`config.mk`:
```
export PLATFORM = sky130hd
export DESIGN_NAME = fifo_stream_out
export DESIGN_NICKNAME = d
export VERILOG_FILES = /design/src/rtl/fifo_stream_out.sv
export SDC_FILE = /design/constraint.sdc
export NUM_CORES = 1
export LEC_CHECK = 0
export ABC_AREA = 1
export BUFFER_PORTS_ARGS = -buffer_cell sky130_fd_sc_hd__buf_4
export CAP_MARGIN = 20
export CORE_ASPECT_RATIO = 2
export CORE_MARGIN = 10
export CORE_UTILIZATION = 53
export DETAILED_ROUTE_END_ITERATION = 6
export GPL_TIMING_DRIVEN = 0
export PLACE_DENSITY = 0.78
export SLEW_MARGIN = 5
export SYNTH_ARGS = -nofsm -noshare
export SYNTH_HDL_FRONTEND = slang
export SYNTH_SLANG_ARGS = --single-unit
```
`constraint.sdc`:
```
create_clock -name clk -period 2.2 [get_ports clk]
set_input_delay 0.11 -clock clk [delete_from_list [all_inputs] [get_ports clk]]
set_output_delay 0.11 -clock clk [all_outputs]
set_load 0.03 [all_outputs]
```
`src/rtl/fifo_stream_out.sv`:
```
// fifo_stream_out: drains a synchronous FIFO via pop/dout and re-presents the
// words as a valid/ready stream. A two-entry head/tail buffer absorbs the
// FIFO's one-cycle read latency so one beat per cycle is sustained under
// backpressure.
module fifo_stream_out #(
    parameter int DW    = 8,
    parameter int CNT_W = 16
) (
    input  logic             clk,
    input  logic             rstn,
    input  logic             fifo_empty,
    input  logic [DW-1:0]    fifo_dout,
    output logic             fifo_pop,
    input  logic             flush,
    output logic             m_valid,
    input  logic             m_ready,
    output logic [DW-1:0]    m_data,
    output logic [CNT_W-1:0] beat_cnt
);

    // Buffer occupancy (0..2), pop-in-flight flag and discard flag
    logic [1:0]    occ;
    logic          inflight;
    logic          drop;
    logic [DW-1:0] head;
    logic [DW-1:0] tail;

    logic          xfer;
    logic          capture;
    logic [2:0]    fill;
    logic [1:0]    slot;

    assign m_valid = (occ != 2'd0);
    assign m_data  = m_valid ? head : '0;
    assign xfer    = m_valid && m_ready;

    // A returning word is kept unless it was marked for discard or a flush
    // is emptying the buffer on this very edge.
    assign capture = inflight && !drop && !flush;

    // Entries that will be held (buffered + returning) after this edge if no
    // new pop were issued; popping is allowed only while that stays below 2.
    // When xfer is high occ is at least 1, so the subtraction cannot wrap.
    assign fill     = 3'(occ) + 3'(inflight) - 3'(xfer);
    assign fifo_pop = rstn && !fifo_empty && !flush && (fill < 3'd2);

    // Buffer position the captured word lands in, after any same-edge pop of
    // the head has shifted the tail forward.
    assign slot = occ - 2'(xfer);

    // Control state: occupancy, in-flight/discard flags and beat counter
    always_ff @(posedge clk or negedge rstn) begin
        if (!rstn) begin
            occ      <= 2'd0;
            inflight <= 1'b0;
            drop     <= 1'b0;
            beat_cnt <= '0;
        end else begin
            inflight <= fifo_pop;
            if (xfer) begin
                beat_cnt <= beat_cnt + 1'b1;
            end
            if (flush) begin
                occ  <= 2'd0;
                drop <= inflight;
            end else begin
                occ  <= occ + 2'(capture) - 2'(xfer);
                drop <= 1'b0;
            end
        end
    end

    // Data storage: shift tail to head on a pop, then write the returning word
    always_ff @(posedge clk) begin
        if (xfer && (occ == 2'd2)) begin
            head <= tail;
        end
        if (capture) begin
            if (slot == 2'd0) begin
                head <= fifo_dout;
            end else begin
                tail <= fifo_dout;
            end
        end
    end

endmodule

```
==> impl_metrics.py, run 1 <==
metrics = {
    "synth": {
        "yosysSeqAreaShare_pct": 50.5,
        "synth_area_um2": 1780,
        "ys_warn_count": 0,
        "ys_types": 25,
        "synth_fp_nets": 235,
        "synth_cells": 219,
        "postSynthAreaPerCell_um2": 8.14,
        "synth-seq-cells": 36,
    },
    "worst_setup_path": {
        "endpoint_kind": "output port",
        "cp_num_buf_inv": 2,
        "cp_max_fo": 2,
        "slowest_delay_ns": 0.50,
        "rrSetupSlack_ns": 0.13,
        "slowest_stage": "fa_1",
        "cp.required_ns": 2.09,
        "cpMostUsedCell": "nor2_4",
        "cp_cell_sequence": "buf_6 > nor2_4 > nor2_4 > nor2_4 > o21ai_2 > fa_1 > nand2_2 > nor4_4 > buf_6",
        "cp_top_family": "simple AND/OR/NAND/NOR gates",
        "worstSetupPathType": "register to output port",
        "arrival_ns": 2.24,
        "startpoint_type": "register",
    },
    "power_and_ir_drop": {
        "p_leak_nw": 1.21,
        "vdd_drop_max_uv": 1110,
        "power_density_nw_per_um2": 1220,
        "design_power_total_mw": 3.04,
    },
    "floorplan": {
        "io-pin-count": 39,
        "start_util_pct": 55.8,
        "die_h_um": 102,
        "die_w_um": 61.0,
        "rows": 29,
        "dieArea_um2": 6220,
        "core_area_um2": 3190,
    },
    "placed_design": {
        "pre_cts_ws_ns": -0.233,
        "hpwl_mm": 3.14,
        "io_buffers": 38,
        "gp_congestion": 0.843,
    },
    "clock_network": {
        "cts_buffers": 5,
        "clkTransAtPathRegs_ns": 0.06,
        "ctsRootBufferMaster": "clkbuf_8",
        "clockBufferDepth": 2,
        "clock_sinks": 36,
        "clk_latency_ns": 0.29,
        "cts_tree": "yes",
        "htree_levels": 2,
    },
    "timing": {
        "relSlewSlack_pct": 55.1,
        "finalSetupTns_ns": -0.152,
        "hold_viol": 0,
        "grt_setup_unrepaired": "yes",
        "setup_viol": 1,
        "clock.fmax_ghz": 0.425,
        "drv_slew": 0,
        "period_needed_ns": 2.35,
        "fin_worst_skew_ns": 0.00834,
        "period_share_pct": 107,
        "worst_pin_slew_ns": 0.671,
        "fin_ws_ns": -0.152,
    },
    "global_routing": {
        "grt.total_usage_pct": 15.5,
        "grt_pass1_vias": 1767,
        "grt_pass1_wl_mm": 7.51,
        "grt_remaining_overflow": 0,
        "grt_max_degree": 22,
        "antenna_found_initial": 0,
    },
    "cells_and_area": {
        "syn_to_final_growth_pct": 39.6,
        "drive_gt1_share_pct": 27.2,
        "fillers": 217,
        "post-route-util_pct": 77.9,
        "n_antenna_cell": 0,
        "final_nets": 305,
    },
    "route": {
        "via_per_inst": 5.14,
        "drc": 0,
        "wire_per_inst_um": 14.5,
        "via_count": 1649,
        "firstDrtPassIters": 4,
        "drt_wl_total_mm": 4.65,
        "ant_nets": 0,
        "drt_iter0_drc": 31,
    },
    "job": {
        "maxCapViolCount": 0,
    },
    "hold_path": {
        "min_path_type": "input pin to register",
    },
    "outcome": {
        "violations": "setup timing",
        "status": "finished with violations",
    },
}
-- layer usage --
layer  vias up  track usage, %  routed length (um)
li1        824               -                   -
met1       782            14.0                1610
met2        36            28.8                2680
met3         7            5.96                 294
met4         0            6.62                  65
met5         -               0                   0
-- cell type report --
| type | count | area, um2 | share of cell area [%] |
|---|---|---|---|
| Buffer | 2 | 16.3 | 0.654 |
| Clock buffer | 8 | 100 | 4.02 |
| Inverter | 27 | 104 | 4.17 |
| Multi-Input combinational cell | 153 | 815 | 32.7 |
| Sequential cell | 36 | 902 | 36.2 |
| Tap cell | 31 | 38.8 | 1.56 |
| Timing Repair Buffer | 64 | 513 | 20.6 |
-- through the flow --
| stage | instances | hold WS (ns) | cell area (um2) |
|---|---|---|---|
| 4_1_cts | 314 | 0.000907 | 2430 |
| 6_report | 321 | 0.0273 | 2490 |
| 3_3_place_gp | 288 | 0.0119 | 2140 |
| 3_5_place_dp | 288 | 0.0108 | 2140 |
| 5_1_grt | 321 | 0.0355 | 2490 |
| 2_1_floorplan | 219 | -0.186 | 1820 |
-- worst register-to-register path: stages, from the launching register on --
cell and delay [ns]:
dfrtp_2 0.43, buf_6 0.13, nor2_4 0.13, nor2_4 0.07
buf_4 0.13, buf_4 0.16, buf_4 0.17, nand2_1 0.10
nand2_1 0.07, ha_1 0.19, xnor2_1 0.20, o21bai_1 0.10
a21oi_1 0.11
-- report_power, final --
| part | leakage (nW) | switching (mW) | internal [mW] |
|---|---|---|---|
| clock | 0.0515 | 0.226 | 0.286 |
| sequential | 0.410 | 0.123 | 0.833 |
| combinational | 0.744 | 0.918 | 0.652 |
-- synth_stat cells (all sizes together) --
master	count	area (um2)
nand4	2	12.5
dfxtp	8	160
fa	1	20.0
o21bai	1	7.51
nand2	68	268
nand3	12	60.1
o21ai	5	25.0
ha	2	25.0
nor2	40	183
xnor2	6	52.6
nor4	1	6.26
a31oi	8	50.1
buf	3	21.3
xor2	4	35.0
edfxtp	8	240
a21oi	2	10.0
dfrtp	20	500
nor3	1	5.00
inv	27	101
-- cell families (layout without fill, tap and decap cells) --
group | Yosys count | in the layout | share of synthesized area (%)
AND/OR/NAND/NOR | 124 | 124 | 30.0
flip-flops | 36 | 36 | 50.5
buffers and inverters | 30 | 101 | 6.88
AO/OA/AOI/OAI | 16 | 16 | 5.19
XOR/XNOR | 10 | 10 | 4.91
adder cells (fa/ha/maj) | 3 | 3 | 2.53
-- repair_timing --
item,CTS,global route
hold buffers,8,2
setup buffers,11,5
pin swaps,7,6
cloned,0,0
setup endpoints to repair,2,1
hold endpoints to repair,27,2
resized for setup,10,0
-- state kept, by name (all words and copies together) (netlist names) --
| name | count |
|---|---|
| beat_cnt | 16 |
| head | 8 |
| tail | 8 |
| occ | 2 |
| drop | 1 |
| inflight | 1 |
-- worst paths after layout --
check / from / to / cells after the start
setup / recovery: occ[0] / fifo_pop / 9
hold / removal: flush / occ[0] / 2
setup reg to reg: occ[0] / occ[1] / 12
hold reg to reg: head[6] / head[6] / 2
max in group asynchronous: rstn / occ[0] / 2
min in group asynchronous: rstn / beat_cnt[3] / 2
-- placed cells by master (no fill, tap or decap), types with 3 or more instances in the layout --
master	instances
nor2_1	33
xor2_1	4
edfxtp_1	8
nand2_1	64
xnor2_1	6
dfrtp_1	19
buf_6	3
nand3_1	12
dfxtp_1	8
a31oi_1	8
nor2_4	7
inv_1	25
clkbuf_8	7
o21ai_0	4
buf_4	52
dlygate4sd3_1	10
No activity file was read; power rests on OpenSTA's default activity.
==> run 2, diff against run 1 <==
--- a/config.mk
+++ b/config.mk
@@ -13,6 +13,7 @@
 export CORE_UTILIZATION = 53
 export DETAILED_ROUTE_END_ITERATION = 6
 export GPL_TIMING_DRIVEN = 0
+export HOLD_SLACK_MARGIN = 0.12
 export PLACE_DENSITY = 0.78
 export SLEW_MARGIN = 5
 export SYNTH_ARGS = -nofsm -noshare
==> impl_metrics.py, run 2 (same netlist as run 1, synthesis figures left out) <==
metrics = {
    "clock_network": {
        "cts_buffers": 5,
        "clock_sinks": 36,
        "ctsRootBufferMaster": "clkbuf_8",
        "cts_tree": "yes",
        "clk_latency_ns": 0.29,
        "htree_levels": 2,
        "clockBufferDepth": 2,
        "clkTransAtPathRegs_ns": 0.07,
    },
    "global_routing": {
        "grt_pass1_wl_mm": 7.73,
        "grt_max_degree": 22,
        "grt_remaining_overflow": 0,
        "antenna_found_initial": 0,
        "grt.total_usage_pct": 16.0,
        "grt_pass1_vias": 1766,
    },
    "route": {
        "top_layer_used": "met4",
        "ant_nets": 0,
        "route.met3.wl_um": 298,
        "via_count": 1683,
        "via_per_inst": 5.23,
        "firstDrtPassIters": 4,
        "drt_iter0_drc": 45,
        "drc": 0,
        "wl_met1_mm": 1.61,
        "met2_wirelength_mm": 2.65,
        "drt_wl_total_mm": 4.68,
        "wire_per_inst_um": 14.5,
    },
    "timing": {
        "hold_viol": 0,
        "fin_worst_skew_ns": 0.00992,
        "clock.fmax_ghz": 0.427,
        "period_share_pct": 106,
        "period_needed_ns": 2.34,
        "grt_setup_unrepaired": "yes",
        "setup_viol": 1,
        "drv_slew": 0,
        "worst_pin_slew_ns": 0.669,
        "relSlewSlack_pct": 55.2,
        "finalSetupTns_ns": -0.143,
        "fin_ws_ns": -0.143,
    },
    "worst_setup_path": {
        "worstSetupPathType": "register to output port",
        "arrival_ns": 2.23,
        "startpoint_type": "register",
        "rrSetupSlack_ns": 0.11,
        "cp.required_ns": 2.09,
        "cp_max_fo": 2,
        "endpoint_kind": "output port",
    },
    "power_and_ir_drop": {
        "vdd_drop_max_uv": 1060,
        "p_leak_nw": 1.21,
        "power_density_nw_per_um2": 1210,
        "design_power_total_mw": 3.03,
    },
    "placed_design": {
        "gp_congestion": 0.843,
        "dp.cells": 288,
        "io_buffers": 38,
        "hpwl_mm": 3.14,
    },
    "floorplan": {
        "start_util_pct": 55.8,
        "dieArea_um2": 6220,
        "rows": 29,
        "die_w_um": 61.0,
        "io-pin-count": 39,
        "core_area_um2": 3190,
        "die_h_um": 102,
    },
    "cells_and_area": {
        "top_register": "beat_cnt",
        "syn_to_final_growth_pct": 40.1,
        "largest_reg_flops": 16,
        "finalNonFillerCells": 322,
        "largestRegisters": "beat_cnt (16), head (8), tail (8)",
        "drive_gt1_share_pct": 27.1,
        "final_common_cell": "nand2_1",
        "fillers": 209,
        "final_cell_mix": "64 x nand2_1, 52 x buf_4, 33 x nor2_1",
        "post-route-util_pct": 78.3,
        "final_nets": 306,
        "n_antenna_cell": 0,
    },
    "job": {
        "maxCapViolCount": 0,
    },
    "outcome": {
        "violations": "setup timing",
        "status": "finished with violations",
    },
    "hold_path": {
        "min_path_type": "input pin to asynchronous set/reset pin",
    },
}
-- run 2: layout make-up --
cell class | instances | area (um2) | area share, %
well taps | 31 | 38.8 | 1.55
clock buffers | 8 | 100 | 4.01
flip-flops and latches | 36 | 902 | 36.1
inverters | 27 | 104 | 4.16
repair buffers | 65 | 523 | 20.9
plain buffers | 2 | 16.3 | 0.651
multi-input cells | 153 | 815 | 32.6
-- run 2: per-layer routing --
layer  vias up  track usage, %
met5         -               0
met4         0            6.79
met2        50            29.4
met1       795            14.9
li1        826               -
met3        12            5.84
-- run 2: power breakdown --
| group | internal (mW) | total [mW] | switching [mW] |
|---|---|---|---|
| clock | 0.286 | 0.511 | 0.226 |
| combinational | 0.653 | 1.56 | 0.911 |
| sequential | 0.833 | 0.959 | 0.126 |
| total | 1.77 | 3.03 | 1.26 |
-- run 2: repair_timing --
item                                   4_1_cts  5_1_grt
setup endpoints to repair                    2        1
buffers inserted                            11        5
endpoints found under the hold margin       40        0
gates resized for setup                     10        0
hold buffers                                11        0
pin swaps                                    7        6
-- run 2: worst paths after layout --
check                         from     endpoint  depth (start not counted)
max                         occ[0]     fifo_pop                          9
min reg2reg                head[6]      head[6]                          2
max reg2reg                 occ[0]       occ[1]                         12
min                           rstn  beat_cnt[3]                          2
min in group clk           m_ready  beat_cnt[1]                          5
max in group asynchronous     rstn       occ[0]                          2
-- run 2: critical path: stages (launching register included) --
cell and delay, ns:
dfrtp_2 0.43, buf_6 0.13, nor2_4 0.12, nor2_4 0.06, nor2_4 0.07, o21ai_2 0.06
fa_1 0.50, nand2_2 0.08, nor4_4 0.31, buf_6 0.17
-- run 2: per-stage QoR --
| step | instance area [um2] | setup WS (ns) | hold slack [ns] |
|---|---|---|---|
| after floorplan | 1820 | -0.111 | -0.186 |
| after global placement | 2140 | -0.212 | 0.0119 |
| after detailed placement | 2140 | -0.233 | 0.0108 |
| after CTS | 2460 | -0.181 | 0.243 |
| after global routing | 2500 | -0.261 | 0.265 |
| final | 2500 | -0.143 | 0.242 |
==> run 3, diff against run 2 <==
==> constraint.sdc (replaced) <==
create_clock -name clk -period 2.2 [get_ports clk]
set_input_delay 0.11 -clock clk [delete_from_list [all_inputs] [get_ports clk]]
set_output_delay 0.11 -clock clk [all_outputs]
set_load 0.01 [all_outputs]
==> impl_metrics.py, run 3 (same netlist as run 1, synthesis figures left out) <==
metrics = {
    "cells_and_area": {
        "final_nets": 300,
        "fillers": 235,
        "n_antenna_cell": 0,
        "post-route-util_pct": 75.5,
        "final_common_cell": "nand2_1",
        "final_cell_mix": "65 x nand2_1, 47 x buf_4, 33 x nor2_1",
        "final_area_um2": 2410,
        "top_register": "beat_cnt",
        "drive_gt1_share_pct": 24.9,
        "largestRegisters": "beat_cnt (16), head (8), tail (8)",
        "largest_reg_flops": 16,
        "syn_to_final_growth_pct": 35.3,
    },
    "timing": {
        "period_needed_ns": 2.34,
        "fin_ws_ns": -0.135,
        "grt_setup_unrepaired": "yes",
        "setup_viol": 1,
        "clock.fmax_ghz": 0.428,
        "hold_viol": 0,
        "drv_slew": 0,
        "whs_ns": 0.247,
        "period_share_pct": 106,
        "relSlewSlack_pct": 53.8,
        "worst_pin_slew_ns": 0.691,
        "fin_worst_skew_ns": 0.00567,
        "finalSetupTns_ns": -0.135,
    },
    "hold_path": {
        "min_path_type": "input pin to asynchronous set/reset pin",
    },
    "floorplan": {
        "die_w_um": 61.0,
        "die_h_um": 102,
        "start_util_pct": 55.8,
        "io-pin-count": 39,
        "dieArea_um2": 6220,
        "core_area_um2": 3190,
        "rows": 29,
    },
    "outcome": {
        "violations": "setup timing",
        "status": "finished with violations",
    },
    "route": {
        "drt_iter0_drc": 62,
        "firstDrtPassIters": 4,
        "drt_wl_total_mm": 4.76,
        "ant_nets": 0,
        "drc": 0,
        "via_count": 1682,
        "via_per_inst": 5.32,
        "wire_per_inst_um": 15.1,
    },
    "global_routing": {
        "grt_pass1_wl_mm": 7.53,
        "grt_remaining_overflow": 0,
        "antenna_found_initial": 0,
        "met2_usage_pct": 28.5,
        "grt_pass1_vias": 1734,
        "grt_max_degree": 22,
        "grtUsageMet1_pct": 14.2,
        "grt.total_usage_pct": 15.3,
        "globalRoute.busiestLayer": "met2",
        "grtUsageMet3_pct": 4.22,
    },
    "power_and_ir_drop": {
        "vdd_drop_max_uv": 801,
        "p_leak_nw": 1.17,
        "power_density_nw_per_um2": 1100,
    },
    "worst_setup_path": {
        "worstSetupPathType": "register to output port",
        "startpoint_type": "register",
        "cp_max_fo": 5,
        "worst-r2r-cell-count": 10,
        "endpoint_kind": "output port",
        "arrival_ns": 2.23,
        "rrSetupSlack_ns": 0.22,
        "cp.required_ns": 2.09,
        "worstReg2RegEnd": "inflight",
        "timing.rr.start": "occ[1]",
    },
    "placed_design": {
        "io_buffers": 38,
        "gp_congestion": 0.821,
        "pre_cts_ws_ns": -0.230,
        "place_area_um2": 2120,
        "hpwl_mm": 3.11,
    },
    "clock_network": {
        "htree_levels": 2,
        "clock_sinks": 36,
        "cts_buffers": 5,
        "clkTransAtPathRegs_ns": 0.07,
        "cts_tree": "yes",
        "ctsRootBufferMaster": "clkbuf_8",
        "clockBufferDepth": 2,
        "clk_latency_ns": 0.28,
    },
    "job": {
        "maxCapViolCount": 0,
    },
}
## run 3: how the worst max path moves through the flow
stage | end | cells past startpoint | from
after global placement | fifo_pop | 10 | occ[1]
after floorplan | inflight | 9 | occ[1]
after global routing | fifo_pop | 9 | occ[1]
after detailed placement | fifo_pop | 10 | occ[1]
after CTS | fifo_pop | 10 | occ[1]
final | fifo_pop | 10 | occ[1]
## run 3: what timing repair did
action                                  CTS  global route
hold endpoints to repair                 38             0
buffers inserted                          6             4
gates resized for setup                   6             4
endpoints found under the setup margin    2             1
gates cloned                              0             0
hold buffers                             11             0
pin swaps                                 4             4
## run 3: cell type report
| cell class | count | area, um2 | share of cell area (%) |
|---|---|---|---|
| flip-flops and latches | 36 | 902 | 37.4 |
| multi-input cells | 153 | 798 | 33.1 |
| repair buffers | 59 | 474 | 19.7 |
| inverters | 27 | 101 | 4.20 |
| clock buffers | 7 | 76.3 | 3.16 |
| well taps | 31 | 38.8 | 1.61 |
| plain buffers | 2 | 16.3 | 0.674 |
| clock inverters | 1 | 5.00 | 0.207 |
## run 3: power breakdown
part	total (mW)	internal [mW]	switching [mW]
Combinational	1.26	0.560	0.699
Sequential	0.955	0.833	0.122
Clock	0.445	0.222	0.223
## run 3: routing by layer
| metal | part of all wire [%] | wire length [um] |
|---|---|---|
| met1 | 32 | 1530 |
| met2 | 55 | 2610 |
| met3 | 8.8 | 420 |
| met4 | 4.2 | 201 |
| met5 | 0 | 0 |
## run 3: critical path, cell delays in order, from the launching register on
cell	delay (ns)
dfrtp_1	0.38
buf_6	0.15
inv_2	0.05
nand2_4	0.09
nand2_8	0.06
nor2_4	0.14
o21ai_2	0.08
fa_1	0.48
nand2_1	0.07
nor4_2	0.27
buf_4	0.17
## run 3: per-stage QoR
step	power (mW)	cells
3_5_place_dp	1.96	288
3_3_place_gp	1.94	288
2_1_floorplan	1.57	219
6_report	2.66	316
5_1_grt	2.84	316
4_1_cts	2.55	312
